### src/rtl/updown_counter_ranged.sv
// ---------------------------------------------------------------------------
// updown_counter_ranged
//
// Up/down counter with a programmable step, confined to the inclusive range
// [MIN_VAL, MAX_VAL]. A step that would leave the range is a "crossing": it
// wraps to the opposite bound (WRAP_MODE=1) or saturates at the bound it hit
// (WRAP_MODE=0). Every crossing raises wrap_evt for one cycle and sets the
// matching sticky flag.
//
// Synchronous priority per rising edge: clear > load > en > hold.
//
// Ports:
//   clock       rising-edge clock
//   reset_n     asynchronous active-low reset (value <= INIT_VAL, flags <= 0)
//   clear       synchronous return to INIT_VAL (sticky flags kept)
//   load        synchronous load of load_val, clamped into the range
//   load_val    value to load
//   en          count enable
//   inst        direction: 0 = up, 1 = down
//   step        increment/decrement amount (0 = hold)
//   clr_flags   clears ovf_sticky/udf_sticky (a same-cycle crossing wins)
//   value       registered count
//   at_max      value == MAX_VAL
//   at_min      value == MIN_VAL
//   wrap_evt    one-cycle pulse after an edge that performed a crossing
//   ovf_sticky  an up-crossing occurred since the flags were last cleared
//   udf_sticky  a down-crossing occurred since the flags were last cleared
//
// Optional build macro UPDOWN_BOUNDS_CHECK_EN adds simulation-only checks
// (range of value, no back-to-back same-direction wraps in wrap mode).
// Requires MIN_VAL <= INIT_VAL <= MAX_VAL and STEP_W <= WIDTH.
// ---------------------------------------------------------------------------
module updown_counter_ranged #(
    parameter int unsigned      WIDTH     = 32,
    parameter int unsigned      STEP_W    = 4,
    parameter logic [WIDTH-1:0] MIN_VAL   = '0,
    parameter logic [WIDTH-1:0] MAX_VAL   = '1,
    parameter logic [WIDTH-1:0] INIT_VAL  = MIN_VAL,
    parameter bit               WRAP_MODE = 1'b1
) (
    input  logic              clock,
    input  logic              reset_n,
    input  logic              clear,
    input  logic              load,
    input  logic [WIDTH-1:0]  load_val,
    input  logic              en,
    input  logic              inst,
    input  logic [STEP_W-1:0] step,
    input  logic              clr_flags,
    output logic [WIDTH-1:0]  value,
    output logic              at_max,
    output logic              at_min,
    output logic              wrap_evt,
    output logic              ovf_sticky,
    output logic              udf_sticky
);

    localparam logic [WIDTH:0] MIN_X = {1'b0, MIN_VAL};
    localparam logic [WIDTH:0] MAX_X = {1'b0, MAX_VAL};

    // Unsigned a < b via the borrow of a one-bit-wider subtraction. Used
    // instead of relational operators so that a bound of zero does not turn
    // into a constant comparison.
    function automatic logic lt(input logic [WIDTH:0] a, input logic [WIDTH:0] b);
        logic [WIDTH+1:0] d;
        d = {1'b0, a} - {1'b0, b};
        return d[WIDTH+1];
    endfunction

    logic [WIDTH:0]   val_x;
    logic [WIDTH:0]   step_x;
    logic [WIDTH:0]   sum_x;
    logic [WIDTH:0]   floor_x;
    logic [WIDTH:0]   load_x;
    logic [WIDTH-1:0] load_clamped;
    logic [WIDTH-1:0] next_val;
    logic             counting;
    logic             up_evt;
    logic             dn_evt;

    assign val_x   = {1'b0, value};
    assign step_x  = {{(WIDTH + 1 - STEP_W){1'b0}}, step};
    assign load_x  = {1'b0, load_val};
    // Both are WIDTH+1 bits wide, so neither the sum nor the lower
    // threshold can overflow.
    assign sum_x   = val_x + step_x;
    assign floor_x = MIN_X + step_x;

    // Crossings only happen on an enabled count that is not pre-empted by
    // clear or load.
    assign counting = !clear && !load && en;
    assign up_evt   = counting && !inst && lt(MAX_X, sum_x);
    assign dn_evt   = counting &&  inst && lt(val_x, floor_x);

    always_comb begin
        load_clamped = load_val;
        if (lt(load_x, MIN_X)) begin
            load_clamped = MIN_VAL;
        end else if (lt(MAX_X, load_x)) begin
            load_clamped = MAX_VAL;
        end
    end

    always_comb begin
        next_val = value;
        if (clear) begin
            next_val = INIT_VAL;
        end else if (load) begin
            next_val = load_clamped;
        end else if (en) begin
            if (up_evt) begin
                next_val = WRAP_MODE ? MIN_VAL : MAX_VAL;
            end else if (dn_evt) begin
                next_val = WRAP_MODE ? MAX_VAL : MIN_VAL;
            end else if (!inst) begin
                next_val = sum_x[WIDTH-1:0];
            end else begin
                next_val = value - step_x[WIDTH-1:0];
            end
        end
    end

    always_ff @(posedge clock or negedge reset_n) begin
        if (!reset_n) begin
            value      <= INIT_VAL;
            wrap_evt   <= 1'b0;
            ovf_sticky <= 1'b0;
            udf_sticky <= 1'b0;
        end else begin
            value      <= next_val;
            wrap_evt   <= up_evt || dn_evt;
            // A crossing in the same cycle as clr_flags leaves the flag set.
            ovf_sticky <= (ovf_sticky && !clr_flags) || up_evt;
            udf_sticky <= (udf_sticky && !clr_flags) || dn_evt;
        end
    end

    assign at_max = (value == MAX_VAL);
    assign at_min = (value == MIN_VAL);

`ifdef UPDOWN_BOUNDS_CHECK_EN
    // Direction of the crossing that produced the current wrap_evt pulse.
    // A wrap lands on a bound, so with step <= MAX_VAL-MIN_VAL an immediate
    // second crossing is only legal in the opposite direction.
    logic chk_last_up;

    always @(posedge clock) begin
        if (reset_n) begin
            if (lt(val_x, MIN_X) || lt(MAX_X, val_x)) begin
                $display("ASSERTION FAILED: value %0d outside [%0d, %0d]",
                         value, MIN_VAL, MAX_VAL);
                $finish;
            end
            if (WRAP_MODE && wrap_evt && (up_evt || dn_evt) &&
                (up_evt == chk_last_up) && !lt(MAX_X - MIN_X, step_x)) begin
                $display("ASSERTION FAILED: wrap_evt high in consecutive cycles");
                $finish;
            end
            chk_last_up <= up_evt;
        end
    end
`endif

endmodule

### config.mk
export PLATFORM = sky130hd
export DESIGN_NAME = updown_counter_ranged
export DESIGN_NICKNAME = d
export VERILOG_FILES = /design/src/rtl/updown_counter_ranged.sv
export SDC_FILE = /design/constraint.sdc
export NUM_CORES = 1
export LEC_CHECK = 0
export CAP_MARGIN = 20
export CORE_MARGIN = 2
export CORE_UTILIZATION = 70
export DETAILED_ROUTE_END_ITERATION = 10
export DONT_BUFFER_PORTS = 1
export PLACE_DENSITY = 0.94
export SKIP_LAST_GASP = 1
export SLEW_MARGIN = 10
export SYNTH_ARGS = -nofsm -noshare
export SYNTH_HDL_FRONTEND = slang
export SYNTH_SLANG_ARGS = --single-unit
### constraint.sdc
create_clock -name clock -period 5.8 [get_ports clock]
set_input_delay 0.87 -clock clock [delete_from_list [all_inputs] [get_ports clock]]
set_output_delay 0.87 -clock clock [all_outputs]
set_load 0.01 [all_outputs]
## Word level (Yosys, flattened, before mapping)

Index checks and enable logic that the tools add are counted.
Widths: inputs -> output; s select.

| storage, ports and cells | value |
|---|---|
| bits in registers | 35 |
| input bits | 43 |
| output and inout bits | 37 |

| cells by class | value |
|---|---|
| add/sub/neg operators | 5 |
| equality and inequality tests | 1 |
| mux-type cells | 7 |
| reductions and logical operators | 17 |

Operators by type and width:

| kind | number |
|---|---|
| $mux 32 | 7 |
| $sub 32x33->34 const A | 1 |
| $add 32x4->33 | 1 |
| $sub 32x32->33 const A | 1 |
| $sub 32x4->33 | 1 |
| $eq 32x32->1 const B | 1 |
| $logic_not 32->1 | 1 |
| $sub 32x4->32 | 1 |
| $logic_and 1x1->1 | 8 |
| $logic_not 1->1 | 4 |
| $logic_or 1x1->1 | 3 |
| $reduce_bool 3->1 | 1 |

## Depth between registers and ports, before layout

Gate-level depths: netlist (run 1).

| logic depth | value |
|---|---|
| depth after elaboration | 10 |
| gate-level depth with buffers | 11 |

## Worst setup path after synthesis (run 1)

Ideal clock, no wire load.

| path | value |
|---|---|
| kind | input-to-reg |
| from | input step[2] |
| to | register value[9] |
| data arrival time | 2900 ps |
| setup slack | 2829 ps |
| cell stages on the path | 10 |
| path buffers | 1 |
| cells stage by stage | inv_1 > ha_1 > clkbuf_1 > nor3_1 > nor3_1 > and4b_1 > a31oi_1 > nand2_1 > or3_1 > nand4_1 |

| between the ends | value |
|---|---|
| longest elaborated chain between the ends | 7 |
| elaborated cells between the ends (all ways) | 12 |
| classes of those cells | 4 x add/sub; 6 x mux; 2 x reduce/logical |

Ends and longest elaborated chain:

| element | line | RTL |
|---|---|---|
| start, declared | 48 | `input logic [STEP_W-1:0] step,` |
| $add 32x4->33 (tied with other cells) | 86 | `assign sum_x = val_x + step_x;` |
| $sub 32x33->34 (tied with other cells) | 66 | `d = {1'b0, a} - {1'b0, b};` |
| $logic_and 1x1->1 or $mux 32 (tied branches) | 92, 113 |  |
| $mux 32 * | 111 | `if (up_evt) begin` |
| $mux 32 * | 110 | `end else if (en) begin` |
| $mux 32 * | 108 | `end else if (load) begin` |
| $mux 32 * | 106 | `if (clear) begin` |
| end signal, assigned | 130 | `value <= next_val;` |
| end, declared | 50 | `output logic [WIDTH-1:0] value,` |

Every way passes the cells marked *; elsewhere a longest branch is shown, timed or not. The select of a mux whose other input is x is not followed.
A chain may end at the register's enable or synchronous reset.

## Worst setup path after layout (run 1)

| path | value |
|---|---|
| from | register value[8] |
| to | register value[17] |

| between the ends | value |
|---|---|
| longest elaborated chain between the ends | 7 |
| elaborated cells between the ends (all ways) | 12 |
| classes of those cells | 4 x add/sub; 6 x mux; 2 x reduce/logical |

Ends and longest elaborated chain:

| element | line |
|---|---|
| $add 32x4->33 (tied with other cells) | 86 |
| $sub 32x33->34 (tied with other cells) | 66 |
| $logic_and 1x1->1 or $mux 32 (tied branches) | 92, 113 |
| $mux 32 * | 111 |
| $mux 32 * | 110 |
| $mux 32 * | 108 |
| $mux 32 * | 106 |

Marked as above.

==> impl_metrics.tcl, run 1 <==
set metrics [dict create \
    root_buffer "clkbuf_8" \
    slowest_delay_ns 0.64 \
    gp_congestion 0.967 \
    slew_viol_final 0 \
    p_total_w 0.000626 \
    grt_max_degree 36 \
    numPortBuffers 0 \
    p_comb_share_pct 24.3 \
    grt_pass1_vias 3189 \
    path_cells "or4_4 > nor4b_1 > nand4_1 > nor3_1 > buf_4 > o21ai_0 > a21oi_1" \
    start_kind "flip-flop" \
    io_pins 80 \
    clock_path_buffers 2 \
    clock_power_share_pct 26.7 \
    place_hpwl_mm 7.38 \
    syn_area_um2 3200 \
    rsz0062_at_grt "false" \
    layout-drive-gt1-share_pct 6.83 \
    drtIter0Drc 557 \
    netlist.area_leader.share_pct 27.4 \
    synth_cells 424 \
    muxShareOfSynthArea_pct 1.29 \
    p_leak_nw 1.30 \
    antenna_left 0 \
    clock_latency_ns 0.29 \
    fp.dieH_um 71.6 \
    synth-simple-area-share_pct 31.1 \
    synth.area.top_cells "dfrtp_1 27%, a21oi_1 7.0%, o21ai_0 5.0%" \
    outcome "completed" \
    rows 24 \
    antenna_found_initial 0 \
    grt_pass1_wl_mm 16.2 \
    synth-seq-area-share_pct 27.4 \
    slew_headroom_pct 35.2 \
    fin_crit_sh_pct 60.0 \
    layout_common_cells "45 x a21oi_1, 35 x nand2_1, 35 x dfrtp_1" \
    ctsResizeCount 0 \
    drcViolationCount 0 \
    critPathCaptureType "flip-flop" \
    yosys_warnings 0 \
    final_hold_viol_count 0 \
    post_drt_wl_per_cell_um 22.8 \
    tightest_slew_ns 0.965 \
    cts_setup_buffers 0 \
    syn_avg_cell_area_um2 7.54 \
    clk_pin_slew_ns 0.07 \
    fin_nets 464 \
    numClockSinks 35 \
    setup_violations 0 \
    cp.arrival_ns 3.68 \
    whs_ns 0.269 \
    via_count 3551 \
    crit_fanout 10 \
    wl_mm 10.5 \
    clock-skew-final_ns 0.00499 \
    h-tree-depth 2 \
    design.die.area_um2 5130 \
    core_area_um2 4380 \
    irDropWorstVdd_uv 151 \
    synthArstFlopShare_pct 100 \
    final_common_cell "a21oi_1" \
    synthXorXnorAreaFrac_pct 3.29 \
    min_path_type "in2async" \
    via_per_inst 7.69 \
    drv_cap 0 \
    powerDensity_nw_per_um2 192 \
    grt_usage_pct 40.7 \
    die_w_um 71.6 \
    holdBufCountCts 0 \
    p_int_w 0.000404 \
    synth_top_area_cell "dfrtp_1" \
    seq_power_share_pct 49.0 \
    synth_seq_cells 35 \
    p_sw_share_pct 35.5 \
    synth_top_family_by_area "simple AND/OR/NAND/NOR gates" \
    synth-edff-count 0 \
    overflow 0 \
    synthDistinctLibCells 66 \
    cts_tree "done" \
    fin_tns_setup_ns 0 \
    drtPass1Iterations 6 \
    cts_made_buffers 5 \
    synth_flop_cell "dfrtp_1" \
    crit_slowest_cell "nor4b_1" \
    worstPathRequired_ns 6.00 \
    synth_nets 477 \
    finalCriticalPeriod_ns 3.48 \
    critical_path_class "reg2reg" \
    fmax_mhz 287 \
    synth_compound_area_share_pct 26.5 \
    power.switching_w 0.000222 \
    area_growth_syn_to_layout_pct 2.07 \
    initial_core_util_pct 72.9 \
    synth_fa_ha_area_share_pct 4.38 \
    diodes 0 \
]
==> cell type report <==
| type | count | area, µm² |
|---|---|---|
| Clock buffer | 6 | 72.6 |
| Fill cell | 331 | 1120 |
| Inverter | 22 | 82.6 |
| Multi-Input combinational cell | 342 | 2130 |
| Sequential cell | 35 | 876 |
| Tap cell | 52 | 65.1 |
| Timing Repair Buffer | 5 | 37.5 |
==> metal layers <==
| layer | track usage [%] | routed length, µm |
|---|---|---|
| met1 | 55.6 | 4060 |
| met2 | 62.1 | 4650 |
| met3 | 11.4 | 1460 |
| met4 | 14.5 | 365 |
| met5 | 0 | 0 |
==> power by group through the flow <==
stage | logic [W] | registers, W | clock network (W)
3_5_place_dp | 0.000145 | 0.000309 | 0
6_report | 0.000152 | 0.000307 | 0.000167
2_1_floorplan | 0.000129 | 0.000292 | 0
3_3_place_gp | 0.000141 | 0.000308 | 0
4_1_cts | 0.000146 | 0.000304 | 0.000168
5_1_grt | 0.000166 | 0.000309 | 0.000173
==> stage by stage <==
stage	instances	setup WS [ns]	util [%]	area, µm²
floorplan	424	2.83	-	3200
global placement	454	2.38	72.5	3180
detailed placement	454	2.19	72.5	3180
CTS	460	2.47	74.1	3250
global route	462	2.16	74.5	3260
finish	462	2.32	74.5	3260
==> synth_stat cells, types with 4 or more instances <==
master	instances
dfrtp_1	35
nand3_1	12
o21ai_0	32
nand4_1	10
xnor2_1	11
and4_1	6
nor4_1	7
o211ai_1	4
o21a_1	5
inv_1	21
clkbuf_1	20
a22oi_1	4
ha_1	8
nor2_1	32
nor3_1	24
nand2_1	35
and2_1	6
nand2b_1	5
and3_1	12
a211oi_1	6
or2_2	4
a21oi_1	45
nor2b_1	5
o22ai_1	5
a31oi_1	8
==> critical path, delay by kind of cell (launching register included) <==
family                 cells  cell delay, ns
AOI/OAI and AO/OA          2            0.40
DFF                        1            0.48
and+or+nand+nor            4            2.21
buffers and inverters      1            0.31
==> flip-flops by register name, summed over array words and instances (netlist names) <==
| register | count |
|---|---|
| udf_sticky | 1 |
| value | 32 |
| wrap_evt | 1 |
| ovf_sticky | 1 |
==> kinds of logic after synthesis <==
logic type,count (synthesis)
simple gates,180
compound gates,136
buf+inv,47
mux,4
flops,35
fa+ha+maj,10
xor+xnor,12
==> worst paths after layout <==
kind / slack (ns) / from / to / cells after the start
max reg2reg: 2.32 / value[8] / value[17] / 7
min reg2reg: 0.58 / udf_sticky / udf_sticky / 2
max: 2.32 / value[8] / value[17] / 7
max in group asynchronous: 5.45 / reset_n / value[16] / 0
min: 0.27 / reset_n / wrap_evt / 0
min in group clock: 0.58 / udf_sticky / udf_sticky / 2
Note: power is estimated with default switching activity, not from simulation.
==> run 2, diff against run 1 <==
Settings changed: ABC_AREA set to 1, CORE_UTILIZATION 70 to 66, PLACE_DENSITY 0.94 to 0.9.
Clock period 5.8 ns to 3.4 ns, I/O delays scaled along.
==> impl_metrics.tcl, run 2 <==
set metrics [dict create \
    crit_fanout 8 \
    synthDistinctLibCells 36 \
    synth-seq-area-share_pct 20.1 \
    synthArstFlopShare_pct 100 \
    fin_tns_setup_ns 0 \
    pre_cts_ws_ns 0.821 \
    powerDensity_nw_per_um2 327 \
    gp_congestion 1.05 \
    cp_common_cell "nand2_1" \
    drcViolationCount 0 \
    synth_top_area_cell "nand2_1" \
    cts_made_buffers 5 \
    root_buffer "clkbuf_8" \
    place_hpwl_mm 10.8 \
    overflow 0 \
    postLayoutCoreUtil_pct 70.0 \
    fillCellCount 621 \
    synth_flop_cell "dfrtp_1" \
    ctsResizeCount 0 \
    grt_max_degree 37 \
    numPortBuffers 0 \
    clock_latency_ns 0.30 \
    fin_nets 859 \
    clock_path_buffers 2 \
    slowest_delay_ns 0.49 \
    instances_no_fill 884 \
    cts_setup_buffers 0 \
    yosys_warnings 0 \
    placed_area_um2 4320 \
    core_area_um2 6350 \
    slew_viol_final 0 \
    tightest_slew_ns 0.730 \
    min_path_type "in2async" \
    netlist.area_leader.share_pct 34.3 \
    drv_cap 0 \
    grt_usage_pct 40.6 \
    largest_reg_flops 32 \
    fp.dieH_um 85.2 \
    wl_mm 14.1 \
    synth_seq_cells 35 \
    grt_pass1_wl_mm 23.6 \
    worstPathRequired_ns 3.59 \
    syn_avg_cell_area_um2 5.28 \
    fmax_mhz 373 \
    h-tree-depth 2 \
    r2r_setup_slack_ns 0.72 \
    diodes 0 \
    p_leak_nw 2.48 \
    rows 29 \
    slew_headroom_pct 51.3 \
    setup_violations 0 \
    via_per_inst 5.91 \
    syn_area_um2 4350 \
    rsz0062_at_grt "false" \
    area_growth_syn_to_layout_pct 2.22 \
    cp.arrival_ns 2.86 \
    via_count 5227 \
    outcome "completed" \
    fin_crit_sh_pct 78.8 \
    die_w_um 85.2 \
    crit_slowest_cell "dfrtp_1" \
    synth-edff-count 0 \
    synth.area.top_cells "nand2_1 34%, dfrtp_1 20%, nor2_1 8.1%" \
    critPathCaptureType "flip-flop" \
    antenna_left 0 \
    numPlacedInstances 875 \
    initial_core_util_pct 68.5 \
    synth_cells 823 \
    layout_common_cells "397 x nand2_1, 93 x nor2_1, 86 x inv_1" \
    path_cells "inv_1 > ha_1 > fa_1 > inv_1 > nand3_1 > nand3_1 > nor2_2 > nand3_1 > nor2_1 > nand2_2 > nand2_1 > o21ai_1 > nand2_1 > nand2_1 > nand2_1" \
    critical_path_class "reg2reg" \
    worst_slack_ns 0.722 \
    fin_area_um2 4440 \
    finalCriticalPeriod_ns 2.68 \
    clk_pin_slew_ns 0.08 \
    drtPass1Iterations 5 \
    synth_nets 876 \
    io_pins 80 \
    final_hold_viol_count 0 \
    cts_tree "done" \
    start_kind "flip-flop" \
    post_drt_wl_per_cell_um 16.0 \
    grt_pass1_vias 4847 \
    layout-drive-gt1-share_pct 4.83 \
    drtIter0Drc 548 \
    final_common_cell "nand2_1" \
    design.die.area_um2 7250 \
    regMostFlops "value" \
    numClockSinks 35 \
    synth_common_cells "397 x nand2_1, 94 x nor2_1, 86 x inv_1" \
    yosysMostFrequentCell "nand2_1" \
    clock-skew-final_ns 0.00650 \
    antenna_found_initial 0 \
    irDropWorstVdd_uv 277 \
]
[run 2: changes by cell type in the layout (fill, tap and decap cells not counted), sizes merged, moves of 7 or more]
cell	before	now
nand3	12	70
and3	13	0
and4	7	0
nor2	32	106
xnor2	11	0
nor3	24	14
inv	21	90
nand2	35	402
a31oi	8	0
a21oi	45	5
xor2	1	8
[run 2: final timing paths]
check / start / endpoint / cells past startpoint
min in group clock: clr_flags / ovf_sticky / 1
setup reg to reg: value[0] / value[13] / 15
hold / removal: reset_n / value[4] / 1
max in group asynchronous: reset_n / value[24] / 1
hold reg to reg: ovf_sticky / ovf_sticky / 2
setup / recovery: value[0] / value[13] / 15
[run 2: what timing repair did]
| item | 4_1_cts | 5_1_grt |
|---|---|---|
| endpoints found under the hold margin | 35 | 0 |
| endpoints found under the setup margin | 0 | 0 |
| hold buffers | 1 | 0 |
[run 2: kinds of logic (layout without fill, tap and decap cells)]
| group | count (synthesis) | after routing | synth area share, % |
|---|---|---|---|
| compound gates | 35 | 35 | 4.60 |
| xor+xnor | 8 | 8 | 1.61 |
| fa+ha+maj | 10 | 10 | 3.22 |
| buf+inv | 119 | 103 | 11.3 |
| flops | 35 | 35 | 20.1 |
| mux | 3 | 3 | 0.691 |
| simple gates | 613 | 613 | 58.4 |
[run 2: area by class of cell]
cell class              instances  area (µm²)  share of cell area (%)
well taps                      77        96.3                    2.17
clock buffers                   8         100                    2.25
multi-input cells             669        2990                    67.2
inverters                      91         342                    7.69
flip-flops and latches         35         876                    19.7
repair buffers                  4        42.5                   0.957
[run 2: power by group]
group / switching, W / leakage (nW) / internal [W]
Clock: 0.000175 / 0.0515 / 0.000186
Combinational: 0.000371 / 1.96 / 0.000169
Sequential: 0.000107 / 0.466 / 0.000446
[run 2: routing by layer]
layer  vias up  part of all wire (%)  GRT usage [%]
met2       351                    44           63.8
li1       2496                     -              -
met5         -                     0              0
met4         0                   3.4           15.3
met3        47                    12           6.81
met1      2333                    40           56.1
[run 2: critical path, delay by kind of cell (launching register included)]
kind | cells | cell delay [ns]
fa+ha+maj | 2 | 0.66
compound gates | 1 | 0.19
buf+inv | 2 | 0.19
flops | 1 | 0.49
simple gates | 10 | 1.03
[run 2: per-stage QoR]
step                hold slack (ns)  total power, W
floorplan                     0.214        0.000952
global route                 0.0607         0.00154
CTS                          0.0564         0.00144
detailed placement            0.215         0.00107
global placement              0.215         0.00105
finish                       0.0391         0.00145
